File: config.mk
export PLATFORM = sky130hd
export DESIGN_NAME = instr_capture
export DESIGN_NICKNAME = d
export VERILOG_FILES = /design/src/rtl/instr_capture.sv
export SDC_FILE = /design/constraint.sdc
export NUM_CORES = 1
export LEC_CHECK = 0
export CAP_MARGIN = 20
export CORE_UTILIZATION = 23
export CTS_CLUSTER_SIZE = 10
export DETAILED_ROUTE_END_ITERATION = 16
export GPL_TIMING_DRIVEN = 0
export SYNTH_ARGS = -nofsm -noshare
export SYNTH_HDL_FRONTEND = slang
export SYNTH_SLANG_ARGS = --single-unit
export TNS_END_PERCENT = 30
File: constraint.sdc
create_clock -name CLOCK_50 -period 3.25 [get_ports CLOCK_50]
set_input_delay 0.975 -clock CLOCK_50 [delete_from_list [all_inputs] [get_ports CLOCK_50]]
set_output_delay 0.975 -clock CLOCK_50 [all_outputs]
set_load 0.005 [all_outputs]
File: src/rtl/instr_capture.sv
// ============================================================================
// Module  : instr_capture
// Brief   : Synchronises and debounces push keys, latches and decodes the switch
//           word on a KEY[3] press, and issues register-peek pulses on KEY[0].
// Revision: 1.0
// ============================================================================
`default_nettype none

module instr_capture #(
    parameter int DEBOUNCE_CYCLES = 1000000,
    parameter int CNT_W           = 20
) (
    input  logic        CLOCK_50,
    input  logic        RESET_N,
    input  logic [3:0]  KEY,
    input  logic [17:0] SW,
    input  logic        instr_ready,
    output logic        instr_valid,
    output logic [3:0]  opcode,
    output logic [3:0]  rd,
    output logic [3:0]  rs,
    output logic [3:0]  rt,
    output logic [15:0] imm,
    output logic        imm_flag,
    output logic        illegal,
    output logic        peek_valid,
    output logic [7:0]  instr_count
);

    localparam logic [CNT_W-1:0] C_DEB_LAST = CNT_W'(DEBOUNCE_CYCLES - 1);
    localparam int               C_NKEYS    = 2;

    typedef enum logic [1:0] {
        S_IDLE = 2'd0,
        S_HOLD = 2'd1,
        S_WAIT = 2'd2
    } state_t;

    // Keys 1/2 and switches 17:16 are not part of the instruction path.
    logic w_unused;
    assign w_unused = ^{KEY[2:1], SW[17:16]};

    logic [C_NKEYS-1:0] w_key_raw;
    assign w_key_raw = {KEY[3], KEY[0]};

    logic [C_NKEYS-1:0] r_key_s1, r_key_s2;
    logic [15:0]        r_sw_s1,  r_sw_s2;

    always_ff @(posedge CLOCK_50 or negedge RESET_N) begin
        if (!RESET_N) begin
            r_key_s1 <= '1;
            r_key_s2 <= '1;
            r_sw_s1  <= '0;
            r_sw_s2  <= '0;
        end else begin
            r_key_s1 <= w_key_raw;
            r_key_s2 <= r_key_s1;
            r_sw_s1  <= SW[15:0];
            r_sw_s2  <= r_sw_s1;
        end
    end

    logic [C_NKEYS-1:0] r_deb;
    logic [C_NKEYS-1:0] r_deb_q;
    logic [C_NKEYS-1:0] r_press;

    for (genvar gi = 0; gi < C_NKEYS; gi++) begin : g_deb
        logic [CNT_W-1:0] r_cnt;

        always_ff @(posedge CLOCK_50 or negedge RESET_N) begin
            if (!RESET_N) begin
                r_cnt       <= '0;
                r_deb[gi]   <= 1'b1;
                r_deb_q[gi] <= 1'b1;
                r_press[gi] <= 1'b0;
            end else begin
                r_deb_q[gi] <= r_deb[gi];
                r_press[gi] <= r_deb_q[gi] & ~r_deb[gi];
                if (r_key_s2[gi] == r_deb[gi]) begin
                    r_cnt <= '0;
                end else if (r_cnt == C_DEB_LAST) begin
                    r_cnt     <= '0;
                    r_deb[gi] <= r_key_s2[gi];
                end else begin
                    r_cnt <= r_cnt + 1'b1;
                end
            end
        end
    end

    logic       w_press0, w_press3, w_key3_up;
    logic [3:0] w_op;
    logic       w_legal, w_itype;

    assign w_press0  = r_press[0];
    assign w_press3  = r_press[1];
    assign w_key3_up = r_deb[1];
    assign w_op      = r_sw_s2[15:12];
    assign w_legal   = (w_op <= 4'd10);
    assign w_itype   = (w_op >= 4'd6);

    state_t      r_state;
    logic        r_instr_valid, r_imm_flag, r_illegal, r_peek_valid;
    logic [3:0]  r_opcode, r_rd, r_rs, r_rt, r_rs_dec, r_rt_dec;
    logic [15:0] r_imm;
    logic [7:0]  r_instr_count;

    // rs/rt normally mirror the decoded fields; a peek overrides them for one cycle.
    always_ff @(posedge CLOCK_50 or negedge RESET_N) begin
        if (!RESET_N) begin
            r_state       <= S_IDLE;
            r_instr_valid <= 1'b0;
            r_imm_flag    <= 1'b0;
            r_illegal     <= 1'b0;
            r_peek_valid  <= 1'b0;
            r_opcode      <= '0;
            r_rd          <= '0;
            r_rs          <= '0;
            r_rt          <= '0;
            r_rs_dec      <= '0;
            r_rt_dec      <= '0;
            r_imm         <= '0;
            r_instr_count <= '0;
        end else begin
            r_illegal    <= 1'b0;
            r_peek_valid <= 1'b0;
            r_rs         <= r_rs_dec;
            r_rt         <= r_rt_dec;
            case (r_state)
                S_IDLE: begin
                    if (w_press3) begin
                        if (w_legal) begin
                            r_opcode      <= w_op;
                            r_rd          <= r_sw_s2[11:8];
                            r_rt_dec      <= r_sw_s2[3:0];
                            r_rt          <= r_sw_s2[3:0];
                            r_instr_valid <= 1'b1;
                            r_state       <= S_HOLD;
                            if (w_itype) begin
                                r_imm      <= {12'b0, r_sw_s2[7:4]};
                                r_rs_dec   <= '0;
                                r_rs       <= '0;
                                r_imm_flag <= 1'b1;
                            end else begin
                                r_imm      <= '0;
                                r_rs_dec   <= r_sw_s2[7:4];
                                r_rs       <= r_sw_s2[7:4];
                                r_imm_flag <= 1'b0;
                            end
                        end else begin
                            r_illegal <= 1'b1;
                            r_state   <= S_WAIT;
                        end
                    end else if (w_press0) begin
                        r_peek_valid <= 1'b1;
                        r_rs         <= r_sw_s2[11:8];
                        r_rt         <= r_sw_s2[7:4];
                    end
                end
                S_HOLD: begin
                    if (r_instr_valid && instr_ready) begin
                        r_instr_valid <= 1'b0;
                        r_instr_count <= r_instr_count + 8'd1;
                        r_state       <= S_WAIT;
                    end
                end
                S_WAIT: begin
                    if (w_key3_up) begin
                        r_state <= S_IDLE;
                    end else if (w_press0) begin
                        r_peek_valid <= 1'b1;
                        r_rs         <= r_sw_s2[11:8];
                        r_rt         <= r_sw_s2[7:4];
                    end
                end
                default: r_state <= S_IDLE;
            endcase
        end
    end

    assign instr_valid = r_instr_valid;
    assign opcode      = r_opcode;
    assign rd          = r_rd;
    assign rs          = r_rs;
    assign rt          = r_rt;
    assign imm         = r_imm;
    assign imm_flag    = r_imm_flag;
    assign illegal     = r_illegal;
    assign peek_valid  = r_peek_valid;
    assign instr_count = r_instr_count;

endmodule

`default_nettype wire

After elaboration in Yosys (flattened, before gate mapping)
Index checks and enable logic that the tools add are counted.
W data, S select, Z words.
{"block": "op_classes", "bitwise_logic": 6, "div_mod_pow": 0, "eq_ne": 10, "n_lt_le_gt_ge": 2, "mux": 33, "shifts": 0, "reduce_logical": 10, "n_mul": 0, "add_sub_neg": 3}
{"op": "$mux W20", "count": 4}
{"op": "$add A20 B1 Y20 const B", "count": 2}
{"op": "$eq A20 B20 Y1 const B", "count": 2}
{"op": "$mux W4", "count": 10}
{"op": "$pmux W4 S2", "count": 2}
{"op": "$mux W1", "count": 10}
{"op": "$add A8 B1 Y8 const B", "count": 1}
{"op": "$mux W2", "count": 4}
{"op": "$ne A2 B2 Y1 const B", "count": 4}
{"op": "$reduce_and A2 Y1", "count": 4}
{"op": "$pmux W2 S3", "count": 1}
{"op": "$reduce_and A3 Y1", "count": 2}
{"op": "$ge A4 B3 Y1 const B", "count": 1}
{"op": "$le A4 B4 Y1 const B", "count": 1}
{"op": "$not A1 Y1", "count": 4}
{"op": "$pmux W1 S2", "count": 2}
{"op": "$reduce_and A4 Y1", "count": 1}
{"op": "$and A1 B1 Y1", "count": 2}
{"op": "$eq A1 B1 Y1", "count": 2}
{"op": "$eq A2 B1 Y1 const B", "count": 1}
{"op": "$eq A2 B2 Y1 const B", "count": 1}
{"op": "$logic_not A2 Y1", "count": 1}
{"op": "$reduce_bool A2 Y1", "count": 1}
{"op": "$logic_and A1 B1 Y1", "count": 1}
{"block": "totals", "reg_bits": 136, "input_bits": 25, "wordCells": 89, "memories": 0, "ram_bits": 0, "output_inout_bits": 44, "mem_bits_ro": 0, "latch_bits": 0}

Longest topological paths before layout
{"block": "depth", "depth_word": 5, "mapped_depth": 8, "depth_no_buf": 5}

Least setup slack after synthesis
No wires, ideal clock.
{"block": "synth_path", "kind": "input-to-reg", "startpoint": "input port instr_ready", "endpoint": "register r_instr_count[5], in the netlist instr_count[5]", "setup_slack_ps": 1306, "required_time_ps": 3127, "t_arrival_ps": 1821, "stages": 5, "setup_time_ps": 123, "path_cell_list": "and4b_1 > clkbuf_1 > and4_1 > nand3_1 > xnor2_1"}
{"block": "synth_via", "elab_chain_len": 2}
{"element": "start, declared", "line": "17", "source": "input logic instr_ready,"}
{"element": "$logic_and A1 B1 Y1", "line": "161", "source": "if (r_instr_valid && instr_ready) begin"}
{"element": "$reduce_and A2 Y1 (no source line)"}
{"element": "end signal, assigned", "line": "163", "source": "r_instr_count <= r_instr_count + 8'd1;"}
{"element": "end, declared", "line": "106", "source": "logic [7:0] r_instr_count;"}
No other way between the ends.
A chain may end at the register's enable or synchronous reset.

Final worst setup path
{"block": "layout_path", "startpoint": "register r_instr_count[2], in the netlist instr_count[2]", "endpoint": "output port instr_count[2]"}
{"element": "end, declared", "line": "27", "source": "output logic [7:0] instr_count"}
No word-level cell between the ends.

==> results by group <==
Logic synthesis
  – Post-synth cell types: 48
  – Post-synthesis register bit count: 124
  – Sequential fraction of the synthesis area: 62.5%
  – Ys Warns: 0
  – Post-Syn Instances: 438
  – Synthesized area: 0.00498 mm²
  – Share of flip-flops with an asynchronous set or reset: 100%
  – Most used flip-flop cell after synthesis: dfrtp_1
  – Post-synth EDFFs: 0
  – Syn avg cell area: 11.4 µm²

Clocking
  – CTS root buf: clkbuf_16
  – Hold Buf Count CTS: 0
  – CTS resizes: 0
  – Clock sink total: 124
  – Reg clk slew, reported paths: 50 ps
  – CTS max path bufs: 2
  – Post-CTS setup buffer count: 0
  – CTS tree: built
  – Clk_lat worst skew: 420 ps
  – H-tree levels: 4
  – Num CTS Buffers: 17

Die
  – Initial Util: 23.5%
  – Die X: 149 µm
  – Die area: 0.0222 mm²
  – # IOs: 69
  – Die height: 149 µm
  – Std cell rows: 53
  – Area of the core: 0.0212 mm²

GRT
  – Initial antenna violation count: 0
  – Largest net degree at the start of global routing: 82
  – Global route total overflow: 0
  – Number of global-route vias before repair: 3355
  – Global-route wire length before repair: 16600 µm
  – Total Routing Usage GR: 9.58%

Worst setup path
  – Delay-heaviest family, CP: buffers and inverters
  – CP Data Required Time: 2270 ps
  – Reg2Reg Depth: 8
  – Worst reg2reg path endpoint: r_rt_dec[2]
  – Critical path cell sequence: clkdlybuf4s50_1
  – CP Max Fanout: 5
  – Bufs and invs on worst path: 1
  – R2R Path Start: r_state[1]
  – Data arrival, critical path: 1370 ps
  – CP startpoint kind: flip-flop
  – Register-to-register setup slack: 1110 ps
  – Worst path max stage delay: 530 ps
  – CP Class: flip-flop to output port
  – Critical path's slowest cell: clkdlybuf4s50_1
  – Worst setup EP type: output port

Timing
  – Max Clock Skew: 12.6 ps
  – Peak Freq: 427 MHz
  – Final Hold Slack: 348 ps
  – Worst slew slack as a fraction of its limit: 52.9%
  – Fin. max-slew vios: 0
  – Unrepaired setup endpoints after global routing: no
  – Min Clock Period, post-route: 2340 ps
  – Final setup fails: 0
  – Fin. Hold Viols: 0
  – Fin crit share: 72.1%
  – Worst-Margin Slew: 704 ps

Layout
  – Area grow syn2layout: 30.9%
  – Share of layout cells above drive strength 1: 12.8%
  – Most frequent cells in the layout: 116 x dfrtp_1, 56 x nand2_1, 51 x clkdlybuf4s50_1
  – Most common cell after layout, fill and taps aside: dfrtp_1
  – Final core utilization: 30.8%
  – Final #Nets: 549
  – Ant. Diodes: 0

Min path
  – Min-delay src: r_sw_s1[5]
  – HP Class: flip-flop to flip-flop
  – Hold EP: r_sw_s2[5]
  – Worst hold path depth: 0

Detailed routing
  – Vias/cell: 4.19
  – DRC viols: 0
  – Antenna Nets Post-Route: 0
  – WL/cell: 12.1 µm
  – Vias: 3386
  – Pre-Repair DR Iteration Count: 4
  – Initial DRC count: 157
  – WL final: 9820 µm

Placed design
  – GPL Wtd Cong: 0.771
  – Hpwl dp: 6480 µm
  – # port buffers: 52

Job
  – Max Cap Violations: 0

Power and ir drop
  – Static leakage: 0.00285 µW
  – Power per Cell Area: 563 mW/mm²
  – Peak VDD IR: 366 µV

Outcome
  – Status: finished clean
## cells in the mapped netlist, drive strengths merged (2+ instances only)
| library cell | count | area share [%] |
|---|---|---|
| and3 | 6 | 0.75 |
| nand2 | 56 | 4.2 |
| a21bo | 4 | 0.80 |
| inv | 10 | 0.75 |
| nand4 | 13 | 1.6 |
| nor2 | 39 | 2.9 |
| a22o | 8 | 1.4 |
| clkbuf | 11 | 0.83 |
| nor4 | 8 | 1.0 |
| nand3 | 21 | 2.2 |
| xor2 | 14 | 2.5 |
| nor2b | 3 | 0.38 |
| or2 | 2 | 0.25 |
| buf | 15 | 2.1 |
| o21ai | 7 | 0.70 |
| a222oi | 4 | 0.80 |
| or4b | 2 | 0.40 |
| or4 | 5 | 0.75 |
| nor3 | 7 | 0.70 |
| and2 | 4 | 0.50 |
| mux2 | 3 | 0.68 |
| o31ai | 6 | 0.90 |
| dfrtp | 116 | 58 |
| a21oi | 13 | 1.3 |
| xnor2 | 20 | 3.5 |
| a21o | 4 | 0.60 |
| a211o | 4 | 0.70 |
| or3 | 7 | 0.90 |
| ha | 3 | 0.75 |
| dfstp | 8 | 4.2 |
| and4 | 3 | 0.53 |
## cells by family after synthesis
family                   count (synthesis)  synth area share [%]
adder cells (fa/ha/maj)                  3                 0.754
XOR/XNOR                                34                  5.98
other                                    1                0.0753
flip-flops                             124                  62.5
AO/OA/AOI/OAI                           55                  8.07
buffers and inverters                   36                  3.69
multiplexers                             4                 0.879
AND/OR/NAND/NOR                        181                  18.0
## through the flow
stage | cell area [µm²] | instances | TNS [ps] | total power [µW] | setup WS (ps)
3_5_place_dp | 5910 | 777 | 0 | 1770 | 597
2_1_floorplan | 5020 | 449 | 0 | 1680 | 1310
3_3_place_gp | 5890 | 776 | -431090 | 1760 | -3580
5_1_grt | 6520 | 808 | 0 | 3820 | 836
4_1_cts | 6520 | 808 | 0 | 3720 | 889
6_report | 6520 | 808 | 0 | 3670 | 908
## final cells by class
cell class | count | area, µm²
tap | 275 | 344
fill | 2112 | 14600
inverter | 10 | 37.5
multi-input combinational | 289 | 1720
clock buffer | 18 | 429
timing repair buffer | 53 | 549
buffer | 26 | 146
sequential | 124 | 3110
clock inverter | 13 | 175
## state kept, by name (all words and copies together), names as in the netlist, 2 cells and up
| register | cells |
|---|---|
| r_deb_q | 2 |
| instr_count | 8 |
| r_state | 2 |
| imm | 4 |
| r_rs_dec | 4 |
| r_sw_s2 | 16 |
| r_key_s1 | 2 |
| rd | 4 |
| r_key_s2 | 2 |
| g_deb.r_cnt | 40 |
| rs | 4 |
| rt | 4 |
| opcode | 4 |
| r_rt_dec | 4 |
| r_sw_s1 | 16 |
## worst max path at each step
stage | startpoint | to | slack, ps | cells after the start
after floorplan | instr_ready | instr_count[5] | 1310 | 5
after global placement | RESET_N | g_deb[1].r_cnt[11] | -3580 | 1
after detailed placement | instr_ready | instr_count[7] | 600 | 6
after CTS | instr_count[2] | instr_count[2] | 890 | 1
after global routing | instr_count[2] | instr_count[2] | 840 | 1
final | instr_count[2] | instr_count[2] | 910 | 1
## where the power goes
group          switching [µW]  internal [µW]  total, µW
combinational            74.7           56.1        131
sequential               26.4           1580       1610
clock                     664           1270       1930
## routing by layer
metal  vias up  track usage (%)  routed length [µm]
met2        53             15.7                4780
met1      1659             11.6                4560
li1       1663                -                   -
met3        11             2.69                 333
met5         -                0                   0
met4         0             4.59                 144
No activity file was read; power rests on OpenSTA's default activity.
==> RTL edit: new RTL, same settings <==
Make the reset (`RESET_N`) synchronous in 3 clocked blocks.
--- a/src/rtl/instr_capture.sv
+++ b/src/rtl/instr_capture.sv
@@ -46,7 +46,7 @@
     logic [C_NKEYS-1:0] r_key_s1, r_key_s2;
     logic [15:0]        r_sw_s1,  r_sw_s2;
 
-    always_ff @(posedge CLOCK_50 or negedge RESET_N) begin
+    always_ff @(posedge CLOCK_50) begin
         if (!RESET_N) begin
             r_key_s1 <= '1;
             r_key_s2 <= '1;
@@ -67,7 +67,7 @@
     for (genvar gi = 0; gi < C_NKEYS; gi++) begin : g_deb
         logic [CNT_W-1:0] r_cnt;
 
-        always_ff @(posedge CLOCK_50 or negedge RESET_N) begin
+        always_ff @(posedge CLOCK_50) begin
             if (!RESET_N) begin
                 r_cnt       <= '0;
                 r_deb[gi]   <= 1'b1;
@@ -106,7 +106,7 @@
     logic [7:0]  r_instr_count;
 
     // rs/rt normally mirror the decoded fields; a peek overrides them for one cycle.
-    always_ff @(posedge CLOCK_50 or negedge RESET_N) begin
+    always_ff @(posedge CLOCK_50) begin
         if (!RESET_N) begin
             r_state       <= S_IDLE;
             r_instr_valid <= 1'b0;
Function: same outputs for any inputs over 10 cycles, from zero or initial values and one cycle with RESET_N low; that may be too few to reach the edited logic, so the function may still have changed.
==> RTL edit against the unedited design <==
Register-to-register slack got worse by 0.10 ns; cell area is 2.1% lower; final cell count increased by 6.6%; worst setup slack worse by 0.039 ns; routed wire length up 4.6%; sequential power down 4%; total power down 3.1%; synthesized area shrank 2.0%; count of clock-buffer cells in the layout rose by 7; sequential cell count unchanged; combinational power fell by 26%.
==> RTL edit: results (changes against the unedited design) <==
Placed Area: 5778 um2 (-2.3%)
layout cells sized above 1: 0.09475 (-0.03283)
first-pass GRT wire length: 16.50 mm (-0.42%)
vias in the first global route: 3186 (-5.0%)
FFs w/ async S/R, synth: 0 (-1.000)
Detailed Place HPWL: 7.227 mm (+11%)
first-pass iteration count of the detailed router: 5 (+1)
outcome: finished clean
Tot GR Track Use: 0.09692 (+0.001110)
via count: 3559 (+5.1%)
maximum VDD drop: 0.0003731 V (+1.9%)
ys flop type: dfxtp_1
largest net degree at the start of global routing: 17 (-79%)
leakage: 2.127 nW (-25%)
# placed instances: 829 (+6.7%)
f_max: 0.4199 GHz (-1.7%)
Worst R2R Path Depth: 6 (-2)
Fillers: 2120 (+0.38%)
Port-buffer cells: 52 (unchanged)
crit path DAT: 1.41 ns (+0.04 ns)
non-filler cells, final: 861 (+6.6%)
sequential cell area fraction in the yosys report: 0.5088 (-0.1163)
dpl ws: 0.4939 ns (-0.1034 ns)
Iteration-0 DRC Markers: 199 (+27%)
CP Max Fanout: 6 (+1)
Hold Path Stages: 1 (+1)
Slew HR: 0.5876 (+0.05868)
top cells by count, synth: dfxtp_1 (124), and2_1 (46), nor2_1 (46)
distinct cell type count after synthesis: 49 (+2.1%)
final WL: 10.27 mm (+4.6%)
Final GP Congestion: 0.7950 (+3.1%)
initial antenna violation count: 0 (unchanged)
Nets: 606 (+10%)
Avg Cell Area, Syn: 9.836 um2 (-13%)
dominant cells by area after synthesis: dfxtp_1 (51%), and2_1 (5.9%), xnor2_1 (5.6%)
Clock Skews: 0.007516 ns (-0.005036 ns)
reg2reg setup slack: 1.01 ns (-0.10 ns)
-- RTL edit: area by class of cell --
class / instances / area share
multi-input cells: 333 / 0.3410
repair buffers: 52 / 0.08154
flip-flops and latches: 124 / 0.3889
clock buffers: 25 / 0.07762
inverters: 18 / 0.01058
clock inverters: 7 / 0.01725
well taps: 270 / 0.05292
plain buffers: 32 / 0.03018
-- RTL edit: worst paths after layout --
path | start | end
max | instr_count[2] | instr_count[2]
min | r_key_s1[0] | r_key_s2[0]
max reg2reg | g_deb[1].r_cnt[0] | g_deb[1].r_cnt[16]
min reg2reg | r_key_s1[0] | r_key_s2[0]
-- RTL edit: logic make-up after synthesis --
family	share of synthesized area
other	0.0007687
AO/OA/AOI/OAI	0.06695
buffers and inverters	0.05335
XOR/XNOR	0.06822
adder cells (fa/ha/maj)	0.007695
multiplexers	0.04719
flip-flops	0.5088
AND/OR/NAND/NOR	0.2470
-- RTL edit: worst reg2reg max path, delay by kind of cell (launching register included) --
family	cells	cell delay, ns
adder cells (fa/ha/maj)	1	0.20
AO/OA/AOI/OAI	1	0.28
AND/OR/NAND/NOR	3	1.06
buffers and inverters	1	0.24
flip-flops	1	0.36
-- RTL edit: metrics by stage --
step	utilization	hold WS (ns)
floorplan	-	0.3863
global placement	0.2819	0.3882
detailed placement	0.2819	0.3918
CTS	0.3115	0.4044
global route	0.3115	0.4161
finish	0.3115	0.4015
-- RTL edit: routing by layer --
metal / part of all wire / up-vias / GRT usage
met1: 0.50 / 1643 / 0.1308
met2: 0.44 / 63 / 0.1425
met4: 0.014 / 0 / 0.03866
li1: - / 1842 / -
met5: 0 / - / 0
met3: 0.047 / 11 / 0.03056
-- RTL edit: where the power goes --
group / total [mW] / internal (mW) / switching, mW
clock: 1.91 / 1.28 / 0.625
combinational: 0.0971 / 0.0547 / 0.0424
sequential: 1.55 / 1.54 / 0.0110
